===== src/rtl/instruction_fetch_pkg.sv =====
// Shared definitions for the instruction-fetch stage. IF/ID and the hazard
// unit also import NOP_INSTR from here.
package instruction_fetch_pkg;

    localparam logic [31:0] NOP_INSTR            = 32'h0000_0013;
    localparam logic [31:0] RESET_VECTOR_DEFAULT = 32'h0000_0000;
    localparam logic [31:0] INSTR_BYTES          = 32'd4;

    typedef enum logic [1:0] {
        ST_FETCH = 2'd0,
        ST_WAIT  = 2'd1,
        ST_HOLD  = 2'd2,
        ST_DROP  = 2'd3
    } fetch_state_t;

    // Word-align a byte address by clearing the two low bits.
    function automatic logic [31:0] align_word(input logic [31:0] addr);
        return addr & ~32'h0000_0003;
    endfunction

    function automatic logic is_misaligned(input logic [31:0] addr);
        return (addr & 32'h0000_0003) != 32'h0;
    endfunction

endpackage


===== src/rtl/instruction_fetch_pc_reg.sv =====
// Program counter register: load an aligned redirect target, step by one
// instruction, or hold. Load takes priority over increment.
module fetch_pc_reg
    import instruction_fetch_pkg::*;
#(
    parameter logic [31:0] RESET_VECTOR = RESET_VECTOR_DEFAULT
) (
    input  logic        clk,
    input  logic        rst_n,
    input  logic        load_en,
    input  logic [31:0] load_target,
    input  logic        incr_en,
    output logic [31:0] pc,
    output logic [31:0] pc_plus_four
);

    logic [31:0] pc_d;
    logic [31:0] pc_q;
    logic [31:0] pc_inc;

    // 32-bit add wraps naturally, so 32'hFFFF_FFFC steps to 0.
    assign pc_inc = pc_q + INSTR_BYTES;

    always_comb begin
        pc_d = pc_q;
        if (load_en) begin
            pc_d = align_word(load_target);
        end else if (incr_en) begin
            pc_d = pc_inc;
        end
    end

    always_ff @(posedge clk or negedge rst_n) begin
        if (!rst_n) begin
            pc_q <= RESET_VECTOR;
        end else begin
            pc_q <= pc_d;
        end
    end

    assign pc           = pc_q;
    assign pc_plus_four = pc_inc;

endmodule


===== src/rtl/instruction_fetch.sv =====
// Instruction-fetch stage: one outstanding imem request at a time, holds the
// returned word until IF/ID loads it, and discards responses made stale by a redirect.
module instruction_fetch
    import instruction_fetch_pkg::*;
#(
    parameter logic [31:0] RESET_VECTOR = RESET_VECTOR_DEFAULT,
    parameter logic [31:0] NOP_INSTR    = instruction_fetch_pkg::NOP_INSTR
) (
    input  logic        clk,
    input  logic        reset,
    input  logic        fetchStall,
    input  logic        redirectValid,
    input  logic [31:0] redirectTarget,
    output logic        imemReq,
    output logic [31:0] imemAddr,
    input  logic        imemReady,
    input  logic        imemRespValid,
    input  logic [31:0] imemRespData,
    output logic [31:0] pcAddress_IF,
    output logic [31:0] instructionCode_IF,
    output logic [31:0] pcPlusFour_IF,
    output logic        fetchValid_IF,
    output logic        fetchMisaligned
);

    fetch_state_t state_q;
    fetch_state_t state_d;
    logic [31:0]  instr_buf_q;
    logic [31:0]  instr_buf_d;
    logic         pc_incr;
    logic [31:0]  pc;
    logic [31:0]  pc_plus_four;

    fetch_pc_reg #(
        .RESET_VECTOR (RESET_VECTOR)
    ) u_pc_reg (
        .clk          (clk),
        .rst_n        (reset),
        .load_en      (redirectValid),
        .load_target  (redirectTarget),
        .incr_en      (pc_incr),
        .pc           (pc),
        .pc_plus_four (pc_plus_four)
    );

    always_ff @(posedge clk or negedge reset) begin
        if (!reset) begin
            state_q <= ST_FETCH;
        end else begin
            state_q <= state_d;
        end
    end

    always_ff @(posedge clk or negedge reset) begin
        if (!reset) begin
            instr_buf_q <= NOP_INSTR;
        end else begin
            instr_buf_q <= instr_buf_d;
        end
    end

    // Redirect wins over stall and response in every state; the pc load
    // itself happens in fetch_pc_reg whenever redirectValid is high.
    always_comb begin
        state_d     = state_q;
        instr_buf_d = instr_buf_q;
        pc_incr     = 1'b0;
        case (state_q)
            ST_FETCH: begin
                if (!redirectValid && imemReady) begin
                    state_d = ST_WAIT;
                end
            end
            ST_WAIT: begin
                if (redirectValid) begin
                    state_d = imemRespValid ? ST_FETCH : ST_DROP;
                end else if (imemRespValid) begin
                    instr_buf_d = imemRespData;
                    state_d     = ST_HOLD;
                end
            end
            ST_HOLD: begin
                if (redirectValid) begin
                    state_d = ST_FETCH;
                end else if (!fetchStall) begin
                    pc_incr = 1'b1;
                    state_d = ST_FETCH;
                end
            end
            ST_DROP: begin
                // A stale response frees the port even if a new redirect
                // lands in the same cycle; otherwise we would wait forever.
                if (imemRespValid) begin
                    state_d = ST_FETCH;
                end
            end
            default: begin
                state_d = ST_FETCH;
            end
        endcase
    end

    // Gating with reset keeps imemReq and the misalignment pulse low
    // combinationally for the whole time reset is held.
    always_comb begin
        imemReq            = 1'b0;
        fetchValid_IF      = 1'b0;
        instructionCode_IF = NOP_INSTR;
        fetchMisaligned    = 1'b0;
        if (reset) begin
            imemReq         = (state_q == ST_FETCH) && !redirectValid;
            fetchMisaligned = redirectValid && is_misaligned(redirectTarget);
        end
        if ((state_q == ST_HOLD) && !redirectValid) begin
            fetchValid_IF      = 1'b1;
            instructionCode_IF = instr_buf_q;
        end
    end

    assign imemAddr      = pc;
    assign pcAddress_IF  = pc;
    assign pcPlusFour_IF = pc_plus_four;

endmodule

===== config.mk =====
export PLATFORM = sky130hd
export DESIGN_NAME = instruction_fetch
export DESIGN_NICKNAME = d
export VERILOG_FILES = /design/src/rtl/instruction_fetch_pkg.sv /design/src/rtl/instruction_fetch_pc_reg.sv /design/src/rtl/instruction_fetch.sv
export SDC_FILE = /design/constraint.sdc
export NUM_CORES = 1
export LEC_CHECK = 0
export BUFFER_PORTS_ARGS = -buffer_cell sky130_fd_sc_hd__buf_2
export CAP_MARGIN = 15
export CELL_PAD_IN_SITES_DETAIL_PLACEMENT = 1
export CELL_PAD_IN_SITES_GLOBAL_PLACEMENT = 1
export CORE_MARGIN = 2
export CORE_UTILIZATION = 36
export DETAILED_ROUTE_END_ITERATION = 12
export GPL_ROUTABILITY_DRIVEN = 0
export PLACE_DENSITY = 0.87
export SYNTH_ARGS = -nofsm -noshare
export SYNTH_HDL_FRONTEND = slang
export SYNTH_HIERARCHICAL = 1
export SYNTH_SLANG_ARGS = --single-unit

===== constraint.sdc =====
create_clock -name clk -period 3.56 [get_ports clk]
set_input_delay 0 -clock clk [delete_from_list [all_inputs] [get_ports clk]]
set_output_delay 0 -clock clk [all_outputs]
set_load 0.02 [all_outputs]

==> parameters.txt, run 1 <==
Parameter                              Value

Synthesis
  Mean Syn Cell Area    ~9.5 µm²
  Count of flip-flops with a built-in enable after synthesis    0
  Yosys warns    6
  Async set or reset register ratio after synthesis    100%
  Synthesized area    4090 µm²
  Post-synth cell types    48
  FF+latch count, synth    64
  Number of instances in the synthesized netlist    431
  Top flip-flop cell by instance count after synthesis    sky130_fd_sc_hd__dfrtp_1
  Seq/Total Area, Yosys    around 40%

Worst setup path
  Buffers and inverters on the worst path    1
  CP most frequent cell    sky130_fd_sc_hd__nand4_1
  Worst path arrival time    3.09 ns
  Data required, critical path    3.56 ns
  Worst R2R End    u_pc_reg/pc[19]$_DFFE_PN0N_
  Startpoint types    flop
  Critical path, cell by cell    nand4_1, nor4_2, nand4_1, xnor2_1, buf_2
  Kind of cell with the highest combined delay on the critical path    simple AND/OR/NAND/NOR gates
  Number of cells on the critical path    5
  Start point of the critical path    u_pc_reg/pc[7]$_DFFE_PN0N_
  Count of cells along the worst register-to-register path    8
  Crit end category    output port
  Slowest stage cell, crit path    sky130_fd_sc_hd__nor4_2
  Slack of the worst reg-to-reg path    0.52 ns
  RR Startpoint    state_q[1]$_DFFE_PN0P_
  Crit-path max FO    13
  Last element of the critical path    pcPlusFour_IF[23]
  Delay contributed by the slowest stage of the critical path    about 1.0 ns
  Worst setup path class    reg2out

Cells and area
  Layout Area Growth over Synthesis    42.3%
  Fillers    around 1300
  Most common cell after layout, fill and taps aside    sky130_fd_sc_hd__buf_2
  Nets    ~710
  Footprint of the multi-input gates    2060 µm²
  Final core utilization    53.0%
  Ant diodes    0
  Combined flip-flop and latch cell area    about 1600 µm²
  Leading cell types in the layout, fill and taps excluded    sky130_fd_sc_hd__buf_2 (194), sky130_fd_sc_hd__dlygate4sd3_1 (65), sky130_fd_sc_hd__dfrtp_1 (61), sky130_fd_sc_hd__nand2_1 (33)
  Fraction of layout instances using a drive strength above 1    39.0%

Power and ir drop
  Power density normalized to cell area    approximately 470 nW/µm²
  Total power draw    2.74 mW
  Combinational cell fraction of total power    26.9%
  Reported net switching power    0.870 mW
  Fraction of power consumed by sequential logic    40.3%
  Clock network fraction of design power    32.8%
  Largest voltage drop on the vdd net    0.235 mV
  Leakage power total    2.67 nW
  Total internal power    1.87 mW
  Switch share    31.7%

Clocking
  CTS root buf    sky130_fd_sc_hd__clkbuf_16
  Number of buffers inserted to repair setup after CTS    0
  Clock latency on the worst-skew pair    between 0.3 and 0.4 ns
  CTS tree    yes
  Clock-pin slew on the worst setup and hold paths    0.05 ns
  Buffer depth of the longest clock path    2
  CTS H-tree depth    3
  CTS sink cnt    64
  Cells resized by post-CTS repair    0
  Number of buffers created by CTS    9

Timing
  Final Max Tran Viols    0
  Count of endpoints failing hold in the final timing report    0
  Peak Freq    0.324 GHz
  Final setup viols    0
  Worst max-slew margin expressed relative to the limit    30.0%
  Fin Clk Skew    roughly 0.005 ns
  Fin worst setup slack    0.473 ns
  Pin slew with the least headroom to its limit    1.04 ns
  Final total negative setup slack    0 ns
  Minimum clock period    3.09 ns
  Crit share post-route    86.7%
  RSZ-0062 raised after global routing    false

Die
  Horiz. Die Dim    approximately 110 µm
  Chip Height    111 µm
  Initial core utilization    37.2%
  Die Footprint    12200 µm²
  Number of rows created at floorplan    38
  Floorplan core area    11000 µm²
  Number of ports placed on the die boundary    201

Detailed routing
  DR vias    about 4000
  Post-route DRC violation count    0
  Post-detailed-route wirelength per cell    around 19 µm
  Avg Vias per Cell    5.13
  Remaining antenna violation count    0
  1st-iter DRT viols    214
  Drt pass-1 iters    4
  Drt total wl    14700 µm

GRT
  Overall overflow remaining after global route    0
  Total GRT Usage    23.9%
  Via count of the first global-routing pass    4271
  Wire length of the first global-routing pass    23500 µm
  Pin count of the biggest net entering global routing    41
  Number of antenna violations at the first check in global routing    0

Flow run
  Number of maximum-capacitance constraint violations    0

Placement
  Post-place setup slack    0.643 ns
  Post-DP HPWL    9800 µm
  Port Buffer Count    about 190

Run status
  Outcome    finished clean

Min path
  Hold Crit Start    redirectTarget[19]
  HP Class    in2reg
-- synth_stat cells (all sizes together), types with 15 or more instances --
cell type	n	share of area, %
dfrtp	61	37
buf	48	8.7
nand2	33	3.0
mux2	32	8.8
and2	30	4.6
xnor2	26	5.6
nor2	23	2.1
nand3	22	3.0
clkbuf	18	1.7
o21ai	17	2.1
nand4	15	2.3
-- what timing repair did --
item                       4_1_cts  5_1_grt
hold endpoints to repair        92        0
setup endpoints to repair        0        0
hold buffers                    65        0
-- worst register-to-register path: cells and delay by family (launching register included) --
kind	cells	cell delay (ns)
DFF	1	0.50
buffers and inverters	2	0.56
and+or+nand+nor	5	1.70
AOI/OAI and AO/OA	1	0.20
-- layout make-up --
| cell class | count | share of cell area, % |
|---|---|---|
| well taps | 140 | 3.01 |
| clock inverters | 3 | 0.688 |
| repair buffers | 264 | 28.5 |
| multi-input cells | 300 | 35.3 |
| inverters | 4 | 0.258 |
| clock buffers | 13 | 4.64 |
| flip-flops and latches | 64 | 27.6 |
-- worst min path at each step --
stage                                  end  slack [ns]  cells after the start
2_1_floorplan  instr_buf_q[10]$_DFFE_PN0P_       -0.30                      0
3_3_place_gp    instr_buf_q[9]$_DFFE_PN0P_        0.09                      1
3_5_place_dp    instr_buf_q[9]$_DFFE_PN0P_        0.10                      1
4_1_cts        u_pc_reg/pc[19]$_DFFE_PN0N_        0.03                      3
5_1_grt        u_pc_reg/pc[19]$_DFFE_PN0N_        0.02                      3
6_report       u_pc_reg/pc[19]$_DFFE_PN0N_        0.04                      3
-- state kept, by name (all words and copies together) (netlist names) --
signal,flops
instr_buf_q,32
u_pc_reg/pc,30
state_q,2
-- power groups by stage --
stage | sequential, mW | clock [mW] | combinational [mW]
3_3_place_gp | 1.08 | 0 | 0.644
5_1_grt | 1.14 | 0.951 | 0.788
6_report | 1.11 | 0.900 | 0.738
2_1_floorplan | 1.07 | 0 | 0.480
4_1_cts | 1.10 | 0.919 | 0.732
3_5_place_dp | 1.11 | 0 | 0.671
-- stage by stage --
step                      hold WS [ns]  cells  cell area [µm²]
final                           0.0353    788             5820
after global routing            0.0194    788             5820
after detailed placement         0.101    707             4860
after CTS                       0.0314    788             5820
after global placement          0.0882    707             4860
after floorplan                 -0.296    434             4100
-- cell families after synthesis --
kind of cell / Yosys count / synth area share (%)
compound gates: 49 / 7.65
xor+xnor: 40 / 8.57
fa+ha+maj: 1 / 0.306
buf+inv: 70 / 10.8
flops: 64 / 39.2
mux: 33 / 9.05
other cells: 1 / 0.0917
simple gates: 173 / 24.3
-- per-layer routing --
layer | GRT usage, % | vias to the layer above | part of all wire [%]
met5 | 0 | - | 0
met4 | 6.67 | 0 | 1.7
met3 | 5.10 | 19 | 5.0
met2 | 42.1 | 161 | 50
met1 | 29.4 | 1964 | 43
li1 | - | 1899 | -
Power figures use the tool's default switching activity.
==> run 2, diff against run 1 <==
--- a/config.mk
+++ b/config.mk
@@ -10,10 +10,10 @@
 export CELL_PAD_IN_SITES_DETAIL_PLACEMENT = 1
 export CELL_PAD_IN_SITES_GLOBAL_PLACEMENT = 1
 export CORE_MARGIN = 2
-export CORE_UTILIZATION = 36
+export CORE_UTILIZATION = 34
 export DETAILED_ROUTE_END_ITERATION = 12
 export GPL_ROUTABILITY_DRIVEN = 0
-export PLACE_DENSITY = 0.87
+export PLACE_DENSITY = 0.83
 export SYNTH_ARGS = -nofsm -noshare
 export SYNTH_HDL_FRONTEND = slang
 export SYNTH_HIERARCHICAL = 1
==> constraint.sdc (replaced) <==
create_clock -name clk -period 3.5 [get_ports clk]
set_input_delay 0 -clock clk [delete_from_list [all_inputs] [get_ports clk]]
set_output_delay 0 -clock clk [all_outputs]
set_load 0.02 [all_outputs]
==> run 2 against run 1 <==
Effect of this change: wire length decreased by 0.33%; power increased by 2.0%; core utilization decreased by 3.7 points; clock power increased by 2.7%; first-iteration DRC count decreased by 13%; flip-flop and latch count unchanged; count of clock-buffer cells in the layout decreased by 2; highest routed layer unchanged; critical path type is now reg2reg; critical path depth increased by 2; global-route usage decreased by 1.0 points; critical endpoint is now u_pc_reg/pc[17]$_DFFE_PN0N_; worst setup slack improved by 0.38 ns.
==> parameters.txt, run 2 (synthesized netlist as in run 1, its figures left out) <==
Parameter                              Value

Clocking
  CTS root buf    sky130_fd_sc_hd__clkbuf_16 (unchanged)
  Clock-pin slew on the worst setup and hold paths    0.05 ns (about the same)
  CTS H-tree depth    3 (unchanged)
  Clock latency on the worst-skew pair    0.32 ns (was 0.33 ns)
  CTS sink cnt    64 (unchanged)
  Number of buffers inserted to repair setup after CTS    0 (unchanged)
  CTS tree    yes (unchanged)
  Number of buffers created by CTS    9 (unchanged)
  Buffer depth of the longest clock path    2 (unchanged)

Cells and area
  Leading cell types in the layout, fill and taps excluded    sky130_fd_sc_hd__buf_2 (194), sky130_fd_sc_hd__dlygate4sd3_1 (64), sky130_fd_sc_hd__dfrtp_1 (61), sky130_fd_sc_hd__nand2_1 (33) (was sky130_fd_sc_hd__buf_2 (194), sky130_fd_sc_hd__dlygate4sd3_1 (65), sky130_fd_sc_hd__dfrtp_1 (61), sky130_fd_sc_hd__nand2_1 (33))
  Footprint of the multi-input gates    2060 µm² (unchanged)
  Flip-flop count of the largest register after layout    32 (unchanged)
  Nets    717 (was 714)
  Register with the most flip-flops    instr_buf_q (unchanged)
  Fraction of layout instances using a drive strength above 1    39.2% (was 39.0%)
  Fillers    1402 (was 1286)
  Combined flip-flop and latch cell area    1610 µm² (unchanged)
  Most common cell after layout, fill and taps aside    sky130_fd_sc_hd__buf_2 (unchanged)
  Ant diodes    0 (unchanged)
  Layout Area Growth over Synthesis    42.8% (was 42.3%)

GRT
  Global routing met3 resource utilization    3.99% (was 5.10%)
  Global-route track usage on met2    41.2% (was 42.1%)
  Pin count of the biggest net entering global routing    41 (unchanged)
  Overall overflow remaining after global route    0 (unchanged)
  Via count of the first global-routing pass    4296 (was 4271)
  Wire length of the first global-routing pass    23200 µm (was 23500 µm)
  Global-route track usage on met1    27.7% (was 29.4%)
  Number of antenna violations at the first check in global routing    0 (unchanged)
  Global route hottest layer    met2 (unchanged)
  Total GRT Usage    22.8% (was 23.9%)

Detailed routing
  Post-detailed-route wirelength per cell    18.4 µm (was 18.7 µm)
  Drt total wl    14700 µm (about the same)
  Post-route DRC violation count    0 (unchanged)
  DR vias    4078 (was 4043)
  1st-iter DRT viols    186 (was 214)
  Avg Vias per Cell    5.12 (was 5.13)
  Drt pass-1 iters    4 (unchanged)
  Remaining antenna violation count    0 (unchanged)

Power and ir drop
  Total power draw    2.80 mW (was 2.74 mW)
  Power density normalized to cell area    479 nW/µm² (was 471 nW/µm²)
  Leakage power total    2.68 nW (was 2.67 nW)
  Largest voltage drop on the vdd net    0.162 mV (was 0.235 mV)

Timing
  Crit share post-route    75.7%
  Peak Freq    between 0.3 and 0.4 GHz
  RSZ-0062 raised after global routing    false (unchanged)
  Final Max Tran Viols    0 (unchanged)
  Count of endpoints failing hold in the final timing report    0 (unchanged)
  Fin Clk Skew    0.00613 ns (was 0.00500 ns)
  Pin slew with the least headroom to its limit    0.891 ns (was 1.04 ns)
  Minimum clock period    2.65 ns
  Worst max-slew margin expressed relative to the limit    40.5% (was 30.0%)
  Final setup viols    0 (unchanged)
  Final total negative setup slack    0 ns (unchanged)

Worst setup path
  Data required, critical path    3.75 ns (was 3.56 ns)
  Worst path arrival time    2.90 ns (was 3.09 ns)
  Crit end category    flop (was output port)
  Crit-path max FO    15 (was 13)
  Worst setup path class    reg2reg (was reg2out)
  Startpoint types    flop (unchanged)

Die
  Initial core utilization    34.5% (was 37.2%)
  Floorplan core area    11900 µm² (was 11000 µm²)
  Number of rows created at floorplan    40 (was 38)
  Number of ports placed on the die boundary    201 (unchanged)
  Die Footprint    12900 µm² (was 12200 µm²)
  Horiz. Die Dim    114 µm (was 111 µm)
  Chip Height    114 µm (was 111 µm)

Flow run
  Number of maximum-capacitance constraint violations    0 (unchanged)

Placement
  Port Buffer Count    194 (unchanged)
  Post-DP HPWL    9820 µm (was 9800 µm)

Min path
  HP Class    in2reg (unchanged)

Run status
  Outcome    finished clean (unchanged)
run 2: changes by cell type in the layout (fill, tap and decap cells not counted), sizes merged:
cell and change:
dlygate4sd3 -1, buf +4, clkbuf -2, bufinv +1
run 2: critical path: stages, from the launching register on:
cell and delay, ns:
sky130_fd_sc_hd__dfrtp_1 0.47, sky130_fd_sc_hd__nor3b_4 0.24, sky130_fd_sc_hd__nor2b_1 0.15, sky130_fd_sc_hd__buf_4 0.23, sky130_fd_sc_hd__nand4_1 0.33, sky130_fd_sc_hd__or4_1 0.61, sky130_fd_sc_hd__or4_1 0.44, sky130_fd_sc_hd__nand3_1 0.09
run 2: area by class of cell:
class / instances / area share [%]
Multi-Input combinational cell: 300 / 35.2
Timing Repair Buffer: 267 / 28.7
Sequential cell: 64 / 27.5
Clock buffer: 11 / 3.98
Tap cell: 147 / 3.15
Clock inverter: 4 / 1.20
Inverter: 4 / 0.257
run 2: path summary, 6_finish.rpt:
| kind | from | endpoint | slack [ns] | depth (start not counted) |
|---|---|---|---|---|
| max in group asynchronous | reset | instr_buf_q[1]$_DFFE_PN1P_ | 2.31 | 4 |
| max | state_q[1]$_DFFE_PN0P_ | u_pc_reg/pc[17]$_DFFE_PN0N_ | 0.85 | 7 |
| min in group asynchronous | reset | state_q[1]$_DFFE_PN0P_ | 0.06 | 2 |
| min reg2reg | instr_buf_q[12]$_DFFE_PN0P_ | instr_buf_q[12]$_DFFE_PN0P_ | 0.50 | 1 |
| max reg2reg | state_q[1]$_DFFE_PN0P_ | u_pc_reg/pc[17]$_DFFE_PN0N_ | 0.85 | 7 |
| min | redirectTarget[24] | u_pc_reg/pc[24]$_DFFE_PN0N_ | 0.03 | 3 |
run 2: where the power goes:
part / total, mW / switching (mW) / leakage, nW / internal, mW
combinational: 0.751 / 0.399 / 1.77 / 0.352
clock: 0.924 / 0.308 / 0.149 / 0.617
sequential: 1.12 / 0.177 / 0.756 / 0.947
run 2: repair_timing:
item	CTS	global route
hold buffers	64	0
setup endpoints to repair	0	0
resized for setup	0	0
endpoints found under the hold margin	86	0
run 2: stage by stage:
step / hold slack, ns / area [µm²] / instances / worst slack, ns / utilization (%)
2_1_floorplan: -0.296 / 4100 / 434 / 1.15 / -
3_3_place_gp: -0.157 / 4900 / 718 / 1.02 / 41.3
3_5_place_dp: -0.150 / 4900 / 718 / 0.892 / 41.3
4_1_cts: 0.0210 / 5840 / 797 / 0.849 / 49.3
5_1_grt: 0.0564 / 5840 / 797 / 0.731 / 49.3
6_report: 0.0286 / 5840 / 797 / 0.851 / 49.3
run 2: metal layers:
layer  vias up  part of all wire, %
li1       1906                    -
met1      1988                   42
met2       163                   51
met3        21                  5.6
met4         0                  1.9
met5         -                    0
